File: src/rtl/imem_loader_pkg.sv
// Shared types for the instruction-memory loader: FSM states, header size, per-state status.
// IMEM_LOADER_CHECKSUM_EN adds the trailing checksum state.
package imem_loader_pkg;

    localparam int HDR_BYTES = 2;
    typedef logic [HDR_BYTES*8-1:0] len_t;

    typedef enum logic [2:0] {
        S_IDLE, S_LEN_LO, S_LEN_HI, S_DATA, S_WRITE, S_DONE, S_ERROR
`ifdef IMEM_LOADER_CHECKSUM_EN
        , S_CSUM
`endif
    } state_t;

    // State entered once the last word (or an empty payload) has been handled
`ifdef IMEM_LOADER_CHECKSUM_EN
    localparam state_t S_FIN = S_CSUM;
`else
    localparam state_t S_FIN = S_DONE;
`endif

    typedef struct packed {
        logic in_ready;
        logic busy;
        logic cpu_hold;
        logic done;
        logic error;
    } status_t;

    function automatic status_t state_status(state_t s);
        status_t st;
        st = '{in_ready: 1'b0, busy: 1'b1, cpu_hold: 1'b1, done: 1'b0, error: 1'b0};
        case (s)
            S_IDLE:  st.busy = 1'b0;
            S_DONE:  begin st.busy = 1'b0; st.cpu_hold = 1'b0; st.done = 1'b1; end
            S_ERROR: begin st.busy = 1'b0; st.error = 1'b1; end
            S_LEN_LO, S_LEN_HI, S_DATA: st.in_ready = 1'b1;
`ifdef IMEM_LOADER_CHECKSUM_EN
            S_CSUM:  st.in_ready = 1'b1;
`endif
            default: ;
        endcase
        return st;
    endfunction

endpackage

File: src/rtl/imem_loader_if.sv
// Loader bus: control/status, upstream byte stream and instruction-memory write port.
interface imem_loader_if #(
    parameter int NUM_INST   = 128,
    parameter int INST_WIDTH = 32
);
    localparam int AW = $clog2(NUM_INST);

    logic                  start;
    logic                  in_valid;
    logic [7:0]            in_data;
    logic                  in_ready;
    logic                  imem_we;
    logic [AW-1:0]         imem_addr;
    logic [INST_WIDTH-1:0] imem_wdata;
    logic                  cpu_hold;
    logic                  busy;
    logic                  done;
    logic                  error;
    logic [AW:0]           words_loaded;

    modport slave (
        input  start, in_valid, in_data,
        output in_ready, imem_we, imem_addr, imem_wdata, cpu_hold, busy, done, error, words_loaded
    );

    modport master (
        output start, in_valid, in_data,
        input  in_ready, imem_we, imem_addr, imem_wdata, cpu_hold, busy, done, error, words_loaded
    );

endinterface

File: src/rtl/loader_word_assembler.sv
// Packs accepted bytes little-endian into a word; word_ready flags the byte that completes it.
module loader_word_assembler #(
    parameter int WORD_W = 32
) (
    input  logic              clk,
    input  logic              rst,
    input  logic              clear,
    input  logic              byte_en,
    input  logic [7:0]        byte_in,
    output logic [WORD_W-1:0] word,
    output logic              word_ready
);
    localparam int BYTES = WORD_W / 8;
    localparam int CW    = $clog2(BYTES);

    // Holds the earlier bytes; the completing byte is merged combinationally
    logic [WORD_W-9:0] sr;
    logic [CW-1:0]     cnt;

    assign word       = {byte_in, sr};
    assign word_ready = byte_en && (cnt == CW'(BYTES - 1));

    always_ff @(posedge clk or posedge rst) begin
        if (rst) begin
            sr  <= '0;
            cnt <= '0;
        end else if (clear) begin
            cnt <= '0;
        end else if (byte_en) begin
            sr  <= word[WORD_W-1:8];
            cnt <= word_ready ? '0 : cnt + CW'(1);
        end
    end

endmodule

File: src/rtl/imem_loader.sv
// Boot loader: length header, little-endian words into instruction memory, processor held until done.
// IMEM_LOADER_CHECKSUM_EN enables a trailing XOR checksum byte.
module imem_loader
    import imem_loader_pkg::*;
#(
    parameter int NUM_INST   = 128,
    parameter int INST_WIDTH = 32
) (
    input logic         clk,
    input logic         rst,
    imem_loader_if.slave bus
);
    localparam int AW = $clog2(NUM_INST);

    state_t                state, nxt;
    status_t               st;
    len_t                  len_q, len_full, wl_inc;
    logic [AW:0]           words_loaded;
    logic [AW-1:0]         imem_addr;
    logic [INST_WIDTH-1:0] imem_wdata, asm_word;
    logic                  imem_we, fire, restart, data_en, word_ready;

    assign fire     = bus.in_valid && st.in_ready;
    assign restart  = bus.start && (state inside {S_IDLE, S_DONE, S_ERROR});
    assign data_en  = fire && (state == S_DATA);
    assign len_full = {bus.in_data, len_q[7:0]};
    assign wl_inc   = len_t'(words_loaded) + len_t'(1);

    loader_word_assembler #(.WORD_W(INST_WIDTH)) u_asm (
        .clk       (clk),
        .rst       (rst),
        .clear     (restart),
        .byte_en   (data_en),
        .byte_in   (bus.in_data),
        .word      (asm_word),
        .word_ready(word_ready)
    );

`ifdef IMEM_LOADER_CHECKSUM_EN
    logic [7:0] csum;

    always_ff @(posedge clk or posedge rst) begin
        if (rst)          csum <= '0;
        else if (restart) csum <= '0;
        else if (data_en) csum <= csum ^ bus.in_data;
    end
`endif

    always_comb begin
        nxt = state;
        case (state)
            S_IDLE, S_DONE, S_ERROR: if (bus.start) nxt = S_LEN_LO;
            S_LEN_LO: if (fire) nxt = S_LEN_HI;
            S_LEN_HI: if (fire) begin
                if (len_full > len_t'(NUM_INST)) nxt = S_ERROR;
                else if (len_full == '0)         nxt = S_FIN;
                else                             nxt = S_DATA;
            end
            S_DATA:  if (word_ready) nxt = S_WRITE;
            S_WRITE: nxt = (wl_inc == len_q) ? S_FIN : S_DATA;
`ifdef IMEM_LOADER_CHECKSUM_EN
            S_CSUM:  if (fire) nxt = (bus.in_data == csum) ? S_DONE : S_ERROR;
`endif
            default: nxt = S_IDLE;
        endcase
    end

    // Status outputs are registered from the next state so they line up with it
    always_ff @(posedge clk or posedge rst) begin
        if (rst) begin
            state        <= S_IDLE;
            st           <= state_status(S_IDLE);
            imem_we      <= 1'b0;
            imem_addr    <= '0;
            imem_wdata   <= '0;
            words_loaded <= '0;
            len_q        <= '0;
        end else begin
            state   <= nxt;
            st      <= state_status(nxt);
            imem_we <= (nxt == S_WRITE);
            if (restart) words_loaded <= '0;
            if (fire && state == S_LEN_LO) len_q[7:0]  <= bus.in_data;
            if (fire && state == S_LEN_HI) len_q[15:8] <= bus.in_data;
            if (state == S_DATA && word_ready) begin
                imem_wdata <= asm_word;
                imem_addr  <= words_loaded[AW-1:0];
            end
            if (state == S_WRITE) words_loaded <= words_loaded + 1'b1;
        end
    end

    assign bus.in_ready     = st.in_ready;
    assign bus.busy         = st.busy;
    assign bus.cpu_hold     = st.cpu_hold;
    assign bus.done         = st.done;
    assign bus.error        = st.error;
    assign bus.imem_we      = imem_we;
    assign bus.imem_addr    = imem_addr;
    assign bus.imem_wdata   = imem_wdata;
    assign bus.words_loaded = words_loaded;

endmodule

File: src/flat_wrapper.sv
// flat-port wrapper written by rule: the top's interface ports become plain ports
module imem_loader_flat import imem_loader_pkg::*;
#(
    parameter int NUM_INST   = 128,
    parameter int INST_WIDTH = 32
)
  (clk, rst, bus_start, bus_in_valid, bus_in_data, bus_in_ready, bus_imem_we, bus_imem_addr, bus_imem_wdata, bus_cpu_hold, bus_busy, bus_done, bus_error, bus_words_loaded);
  imem_loader_if #(.NUM_INST(NUM_INST), .INST_WIDTH(INST_WIDTH)) bus_i ();
  input logic clk;
  input logic rst;
  input wire logic [$bits(bus_i.start)-1:0] bus_start;
  input wire logic [$bits(bus_i.in_valid)-1:0] bus_in_valid;
  input wire logic [$bits(bus_i.in_data)-1:0] bus_in_data;
  output wire logic [$bits(bus_i.in_ready)-1:0] bus_in_ready;
  output wire logic [$bits(bus_i.imem_we)-1:0] bus_imem_we;
  output wire logic [$bits(bus_i.imem_addr)-1:0] bus_imem_addr;
  output wire logic [$bits(bus_i.imem_wdata)-1:0] bus_imem_wdata;
  output wire logic [$bits(bus_i.cpu_hold)-1:0] bus_cpu_hold;
  output wire logic [$bits(bus_i.busy)-1:0] bus_busy;
  output wire logic [$bits(bus_i.done)-1:0] bus_done;
  output wire logic [$bits(bus_i.error)-1:0] bus_error;
  output wire logic [$bits(bus_i.words_loaded)-1:0] bus_words_loaded;
  assign bus_i.start = bus_start;
  assign bus_i.in_valid = bus_in_valid;
  assign bus_i.in_data = bus_in_data;
  assign bus_in_ready = bus_i.in_ready;
  assign bus_imem_we = bus_i.imem_we;
  assign bus_imem_addr = bus_i.imem_addr;
  assign bus_imem_wdata = bus_i.imem_wdata;
  assign bus_cpu_hold = bus_i.cpu_hold;
  assign bus_busy = bus_i.busy;
  assign bus_done = bus_i.done;
  assign bus_error = bus_i.error;
  assign bus_words_loaded = bus_i.words_loaded;
  imem_loader #(.NUM_INST(NUM_INST), .INST_WIDTH(INST_WIDTH)) u_core (.clk(clk), .rst(rst), .bus(bus_i));
endmodule
File: config.mk
export PLATFORM = sky130hd
export DESIGN_NAME = imem_loader_flat
export DESIGN_NICKNAME = d
export VERILOG_FILES = /design/src/rtl/imem_loader_pkg.sv /design/src/rtl/imem_loader_if.sv /design/src/rtl/loader_word_assembler.sv /design/src/rtl/imem_loader.sv /design/src/flat_wrapper.sv
export SDC_FILE = /design/constraint.sdc
export NUM_CORES = 1
export LEC_CHECK = 0
export CAP_MARGIN = 25
export CORE_AREA = 2 2 97 89
export CTS_BUF_LIST = sky130_fd_sc_hd__clkbuf_8
export DETAILED_ROUTE_END_ITERATION = 8
export DIE_AREA = 0 0 99 91
export HOLD_SLACK_MARGIN = 0.03
export PLACE_DENSITY = 0.83
export SKIP_LAST_GASP = 1
export SLEW_MARGIN = 10
export SYNTH_ARGS = -nofsm -noshare
export SYNTH_HDL_FRONTEND = slang
export SYNTH_HIERARCHICAL = 1
export SYNTH_SLANG_ARGS = --single-unit
File: constraint.sdc
create_clock -name clk -period 2.6 [get_ports clk]
set_input_delay 0.52 -clock clk [delete_from_list [all_inputs] [get_ports clk]]
set_output_delay 0.52 -clock clk [all_outputs]
set_load 0.02 [all_outputs]
# Word-level counts from Yosys, hierarchy flattened
# Index checks and enable logic that the tools add are counted.
# op_classes
multipliers	0
mux	17
shift	0
order_cmp	1
reduce_logical	17
eq_ne	14
add_sub_neg	3
n_bitwise	1
n_div	0
# ops
cell	count
two-way mux 3 bit	7
== test 3 bit, second input constant	6
== test 16 bit	1
> comparator 16 x 8 -> 1 bit, second input constant	1
logical NOT 16 bit	1
two-way mux 8 bit	2
case mux 3 bit (5 select lines)	1
== test 3 x 2 -> 1 bit, second input constant	4
adder 8 x 1 -> 9 bit, second input constant	1
OR reduction 3 bit	3
adder 8 x 1 -> 8 bit, second input constant	1
two-way mux 2 bit	4
logical AND 1 bit	7
== test 3 x 1 -> 1 bit, second input constant	2
logical NOT 3 bit	2
nonzero test 2 bit	2
two-way mux 1 bit	3
nonzero test 3 bit	1
adder 2 x 1 -> 2 bit, second input constant	1
== test 2 bit, second input constant	1
AND reduction 2 bit	1
NOT 1 bit	1
# totals
out_inout_bits	53
elab_cells	67
ff_bits	98
mem_count	0
rom_bits	0
ramBits	0
latchBits	0
in_bits	12

# Depth between registers and ports, before layout
# depth
ltp_word	8
depth_mapped	11

# By module
# Netlist, hierarchy kept.
# modules_own_cells
mod	area_each_um2	cells_each	n_inst
imem_loader	3214.3	251	1
loader_word_assembler	1173.6	70	1

# Least setup slack after synthesis
# No wires, ideal clock.
# synth_path
kind	reg-to-reg
start	register u_core.words_loaded[0], in the netlist u_core/bus.words_loaded[0]
end	register u_core.st, in the netlist u_core/bus.busy
path_buffers	0
slack_ns	0.419
required_ns	2.455
setup_time_ns	0.145
stages_incl_launch_ff	8
synth_period_minus_slack_ns	2.181
t_arrival_ns	2.036
cell_sequence	dfrtp_1 > ha_1 > nand3_2 > or4b_1 > o211ai_1 > a21oi_1 > nor3_2 > o31ai_1
# synth_between
elab_chain_len	7
# synth_lines
element	line_no	source
start, declared	imem_loader.sv:18	logic [AW:0] words_loaded;
start signal, assigned	imem_loader.sv:89	if (state == S_WRITE) words_loaded <= words_loaded + 1'b1;
adder 8 x 1 -> 9 bit (*)	imem_loader.sv:27	assign wl_inc = len_t'(words_loaded) + len_t'(1);
== test 16 bit (*)	imem_loader.sv:60	S_WRITE: nxt = (wl_inc == len_q) ? S_FIN : S_DATA;
two-way mux 3 bit (*)	imem_loader.sv:60	
case mux 3 bit (5 select lines) (*)	imem_loader.sv:51	case (state)
== test 3 bit or logical NOT 3 bit (tied branches)	imem_loader_pkg.sv:33	case (s)
OR reduction 3 bit (no source line) (*)	--	
two-way mux 1 bit (*)	imem_loader_pkg.sv:33	
end signal, assigned	imem_loader.sv:72	st <= state_status(S_IDLE);
end signal, assigned	imem_loader.sv:80	st <= state_status(nxt);
end, declared	imem_loader.sv:16	status_t st;
# Every way passes the cells marked *; elsewhere a longest branch is shown, timed or not.
# A chain may end at the register's enable or synchronous reset.

# Final worst setup path
# layout_path
start	input port bus_in_data[0]
end	register u_core.state[1]
# layout_between
elab_chain_len	5
# layout_lines
element	line_no	source
start, declared	flat_wrapper.sv:13	input wire logic [$bits(bus_i.in_data)-1:0] bus_in_data;
parallel branches: the longest is 2 deep, another holds > comparator 16 x 8 -> 1 bit	--	
two-way mux 3 bit (*)	imem_loader.sv:55	if (len_full > len_t'(NUM_INST)) nxt = S_ERROR;
two-way mux 3 bit (*)	imem_loader.sv:54	S_LEN_HI: if (fire) begin
case mux 3 bit (5 select lines) (*)	imem_loader.sv:51	
via u_core.nxt[1]	imem_loader.sv:15	state_t state, nxt;
end signal, assigned	imem_loader.sv:79	state <= nxt;
end, declared	imem_loader.sv:15	
# Mark *: on every way through the listed nets, which the timed path passes.

==> impl_metrics.ini <==
[outcome]
status = finished, final reports clean

[synth]
synth_top_family_by_area = multiplexers
syn_avg_cell_area_um2 = 13.67
ys_seq_area_share_pct = 55.92
synthTopCellsByCount = dfrtp_1, mux2_2, mux2_1
synth.area.top_cells = dfrtp_1, mux2_2, mux2_4
netlist.area_leader.share_pct = 55.32
synth_mux_area_share_pct = 22.13
ys_ff_latch = 98
synth-main-ff-cell = dfrtp_1
synth-edff-count = 0
synthXorXnorAreaFrac_pct = 2.595
netlist_instances = 321
syn_area_um2 = 4388
async_flop_share_pct = 100.0
yosys.cell_count.top_type = dfrtp_1
synth_fa_ha_area_share_pct = 0.5703
synth.largest_area_cell = dfrtp_1
synthSimpleGateAreaFrac_pct = 9.980
synth_compound_area_share_pct = 4.847
syn-num-nets = 335
ys.warnings.count = 6
ys_types = 53

[sta]
rsz0062_at_grt = no
hold_viol = 0
slew_violations = 0
setup_ws_ps = 267.1
slew_headroom_pct = 65.17
finalClockSkew_ps = 10.58
final-setup-viol-count = 0
tns_ps = 0
max_freq_ghz = 0.4287
min_period_ps = 2333
worst_pin_slew_ps = 522.5
fin_crit_sh_pct = 89.73

[setup_path]
crit_type = primary input to flop
reg2reg_depth = 7
cp.required_ps = 2810
arrival_ps = 2540
cp.buffers_inverters = 1
worst-r2r-setup-slack_ps = 320
rr_startpoint = u_core/bus.words_loaded[1]$_DFFE_PP0P_
worstSetupStartpoint = bus_in_data[0]
cpMostUsedCell = or4_4
max_stage_delay_ps = 530
path_cells = clkdlybuf4s50_1 -> or4_4 -> nor4_2 -> a211oi_1 -> or4_4 -> nor3_1 -> a21oi_1
cp_top_family = simple AND/OR/NAND/NOR gates
path_max_fanout = 2
reg2reg_to = u_core/bus.busy$_DFF_PP0_
startpoint_type = primary input
cp-end-kind = flop
critPathSlowestCell = or4_4

[clock_network]
h-tree-depth = 3
clock_tree.buffer_depth = 2
worstSkewPairLatency_ps = 360
cts-root-buf = clkbuf_8
cts_made_buffers = 9
cts.sinks = 98
postCtsSetupRepairBufs = 0
cts_hold_buf = 0
cts_resized = 0
clk_pin_slew_ps = 100
cts_tree = done

[grt]
first_global_vias = 2877
grt_pass1_wl_mm = 14.83
track_usage_pct = 20.96
grt_antenna_before_repair = 0
gr-total-overflow = 0
grt_max_degree = 35

[layout]
diodes = 0
syn_to_final_growth_pct = 22.64
final_cells = 498
drive_above_1_share_pct = 26.32
multiInputGateArea_um2 = 1765
fin_util_pct = 67.68
finalNetCount = 408
regArea_um2 = 2454
n_fill_cell = 571

[job]
drv_cap = 0

[floorplanning]
pin_count = 65
core_um2 = 7951
die_h_um = 91
dieArea_um2 = 9009
start_util_pct = 55.18
rows = 31
die_w_um = 99

[power]
p_sw_share_pct = 32.95
intPower_mw = 3.455
leakagePower_nw = 2.453
cellPowerDensity_nw_per_um2 = 957.7
worst_ir_drop_vdd_v = 0.0005869
power_mw = 5.154
power.switching_mw = 1.698
power_frac_clock_pct = 18.8
pwr-share-comb_pct = 34.0
p_seq_share_pct = 47.2

[drt]
ant_nets = 0
top_layer = met4
met1_length_mm = 3.991
post_drt_via_cell_ratio = 5.524
wl_per_cell_um = 17.44
drt-total-wl_mm = 8.684
vias = 2751
first_pass_iters = 4
route.detailed.drc = 0
wl_met2_mm = 4.188
wl_met3_um = 310
drtIter0Drc = 123

[placement]
dp_hpwl_mm = 6.262
routabilityCongestion = 0.8661
io_buffers = 64
post-place-ws_ps = -110.1
dp_cells = 482

[hold_path]
worstHoldPathType = primary input to async pin
-- layer usage --
layer	global-route usage, %	vias up
li1	-	1288
met1	28.97	1387
met2	32.94	61
met3	3.695	15
met4	8.676	0
met5	0	-
-- cells by family after synthesis --
logic type               count (synthesis)
flip-flops                              98
multiplexers                            80
AND/OR/NAND/NOR                         67
AO/OA/AOI/OAI                           35
buffers and inverters                   26
XOR/XNOR                                13
adder cells (fa/ha/maj)                  2
-- placed cells by master (no fill, tap or decap), types with 2 or more instances in the layout --
master / instances
inv_1: 4
xnor2_1: 11
nand4_1: 2
nor2_1: 9
nand3_2: 2
mux2_1: 23
nor2b_1: 3
clkinv_4: 2
or4_4: 3
mux2_2: 37
a21o_1: 2
nand3_1: 2
o21ai_1: 8
o31ai_1: 5
nand2_1: 14
nor3_1: 4
or3_1: 2
buf_4: 17
dfrtp_1: 97
a21oi_1: 9
xor2_1: 2
mux2_4: 19
buf_12: 3
o21ai_0: 5
inv_2: 2
clkbuf_8: 9
clkdlybuf4s50_1: 64
and4_1: 2
ha_1: 2
nor4_1: 5
nand2b_1: 6
-- power by group through the flow --
stage          Clock [mW]  Combinational (mW)  Sequential (mW)
2_1_floorplan           0                1.17             2.45
6_report            0.969                1.75             2.43
3_5_place_dp            0                1.74             2.45
5_1_grt              1.07                1.89             2.50
4_1_cts             0.989                1.76             2.43
3_3_place_gp            0                1.68             2.42
-- flip-flops by register name, summed over array words and instances, names as in the netlist --
signal                   count
u_core/bus.imem_wdata       32
u_core/u_asm/sr             24
u_core/len_q                16
u_core/bus.words_loaded      8
u_core/bus.imem_addr         7
u_core/state                 3
u_core/u_asm/cnt             2
u_core/bus.busy              1
u_core/bus.cpu_hold          1
u_core/bus.done              1
u_core/bus.error             1
u_core/bus.imem_we           1
u_core/bus.in_ready          1
-- worst register-to-register path: cells and delay by family (launching register included) --
| family | cells | cell delay, ps |
|---|---|---|
| AO/OA/AOI/OAI | 2 | 470 |
| flip-flops | 1 | 460 |
| AND/OR/NAND/NOR | 4 | 950 |
| adder cells (fa/ha/maj) | 1 | 290 |
-- how the worst max path moves through the flow --
stage | to | depth (start not counted) | slack (ps)
after floorplan | u_core/bus.busy$_DFF_PP0_ | 1 | 260
after global placement | u_core/state[1]$_DFF_PP0_ | 7 | -120
after detailed placement | u_core/state[1]$_DFF_PP0_ | 7 | -110
after CTS | u_core/state[1]$_DFF_PP0_ | 7 | 270
after global routing | u_core/bus.busy$_DFF_PP0_ | 10 | 140
final | u_core/state[1]$_DFF_PP0_ | 7 | 270
-- layout make-up --
cell class                      count  share of cell area [%]
Timing Repair Buffer               84                   15.39
Multi-Input combinational cell    197                   32.81
Tap cell                           99                   2.302
Clock inverter                      7                   1.325
Sequential cell                    98                   45.59
Inverter                            4                  0.2790
Clock buffer                        9                   2.302
-- per-stage QoR --
stage	hold slack (ps)	instance area [um2]
after detailed placement	483.5	5186
after CTS	485.4	5381
after global routing	511.7	5381
final	482.7	5381
after floorplan	458.3	4388
after global placement	474.4	5186
(Power assumes the default switching activity.)
==> variant (config.mk and constraints unchanged) <==
The option `IMEM_LOADER_CHECKSUM_EN` is turned on by a define.
--- a/src/rtl/imem_loader_pkg.sv
+++ b/src/rtl/imem_loader_pkg.sv
@@ -1,4 +1,6 @@
 // Shared types for the instruction-memory loader: FSM states, header size, per-state status.
 // IMEM_LOADER_CHECKSUM_EN adds the trailing checksum state.
+`define IMEM_LOADER_CHECKSUM_EN
+
 package imem_loader_pkg;
 
Check against the original RTL: not equivalent (a bounded check fails within 4 cycles, from zero or initial values and one cycle with rst high).
==> variant against the unedited design <==
- design area grew 9.6%
- sequential share of layout area shrank 0.59 points
- non-clock buffer count rose by 7
- total power up 5.6%
- area after synthesis rose by 12%
- hold slack lost 0.020 ns
- worst setup slack worse by 0.029 ns
- sequential cell count up 8
- routed wire length grew 27%
- critical path type is now reg2reg
- critical endpoint is now u_core/bus.error
- largest cell class unchanged
- highest routed layer unchanged
==> variant: results (changes against the unedited design) <==
- finished clean — outcome
- 35.4% — switching share of total power, +2.4 points
- 2.67 ns — signal arrival time at the worst endpoint, +0.13 ns
- 0.891 — final weighted congestion in routability-driven placement, +2.9%
- 4.31% — met3 layer usage reported by global route, +0.62 points
- 0.462 ns — hold slack final, -0.0205 ns
- 2.36 ns — shortest period the worst path allows, +0.0295 ns
- 10.5 um^2 — synthesized area per cell, -23%
- 483 — net count of the mapped netlist, +44%
- reg2reg — critical path start-end classification
- 7620 um — post-DP HPWL, +22%
- 0.000961 W — power attributed to the clock group, -0.8%
- 3641 — total via count after detailed routing, +32%
- 326 — layout multi-input combinational cell count, +65%
- 106 — register bit total from synthesis, +8.2%
- 59 — maximum number of pins on one net before global-route repair, +69%
- 5 — Signal inverters, +1
- 0.00248 W — flip-flop and latch power, +2%
- 18500 um — first-pass GRT wire length, +25%
- 0.49 ns — Worst path max stage delay, -0.04 ns
- 55 — number of different library cells in the post-synthesis netlist, +3.8%
- sky130_fd_sc_hd__or4_1 — highest-delay cell along the critical path
- sky130_fd_sc_hd__dfrtp_1 (54%), sky130_fd_sc_hd__nand2_1 (11%), sky130_fd_sc_hd__mux2_4 (5.8%) — synth top area cells
- 6 — top fanout value on the critical path, +4
- 2.80 nW — leakage power summed over all cells, +14%
- 42.8% — GR met2 Demand/Resource, +9.9 points
- sky130_fd_sc_hd__nand2_1 (139), sky130_fd_sc_hd__dfrtp_1 (105), sky130_fd_sc_hd__nor2_1 (24) — most frequent cells after synthesis
- 26.2% — Global Route Usage Sum, +5.2 points
- u_core/bus.error — capturing instance or port of the critical path
- 35.0% — met1 Usage GRT, +6.0 points
- 3.10% — area fraction of clock buffers and clock inverters, -0.53 points
- 0.00200 W — power of the combinational group, +14%
- 3718 — vias in the first global route, +29%
- 205 — initial detailed-routing violation count, +67%
- 5900 um^2 — post-route standard cell area excluding fillers, +9.6%
- 45.0% — register fraction of the total cell area, -0.59 points
- 0.24 ns — internal reg-to-reg setup slack, -0.08 ns
- 5 — number of iterations in the first detailed-routing pass, +1
- 54.1% — sequential element share of the synthesized area, -1.8 points
- 553 — total number of nets in the final design, +36%
- 627 — number of cells in the design after placement, +30%
- 17.5% — share of layout cells above drive strength 1, -8.9 points
- 541 — Layout fillers, -5.3%
- 14.9% — Final non-clock buffer share, -0.45 points
- 0.455 mV — peak supply drop, -22%
==> variant: cell count changes after synthesis, moves of 11 or more <==
| cell | before | now |
|---|---|---|
| sky130_fd_sc_hd__clkbuf_1 | 2 | 14 |
| sky130_fd_sc_hd__mux2_1 | 23 | 0 |
| sky130_fd_sc_hd__mux2_2 | 37 | 21 |
| sky130_fd_sc_hd__nand2_1 | 14 | 139 |
| sky130_fd_sc_hd__nor2_1 | 9 | 24 |
| sky130_fd_sc_hd__xor2_1 | 2 | 13 |
==> variant: logic make-up after synthesis <==
kind of cell	after synthesis	synth area share (%)
adder cells (fa/ha/maj)	2	0.510
flip-flops	106	54.1
buffers and inverters	37	4.41
XOR/XNOR	26	4.64
multiplexers	41	10.8
AO/OA/AOI/OAI	39	5.64
AND/OR/NAND/NOR	218	19.9
==> variant: metal layers <==
metal	share of wire (%)	wire length, um
met2	50	5500
met1	42	4630
met4	2.3	256
met3	5.9	655
met5	0	0
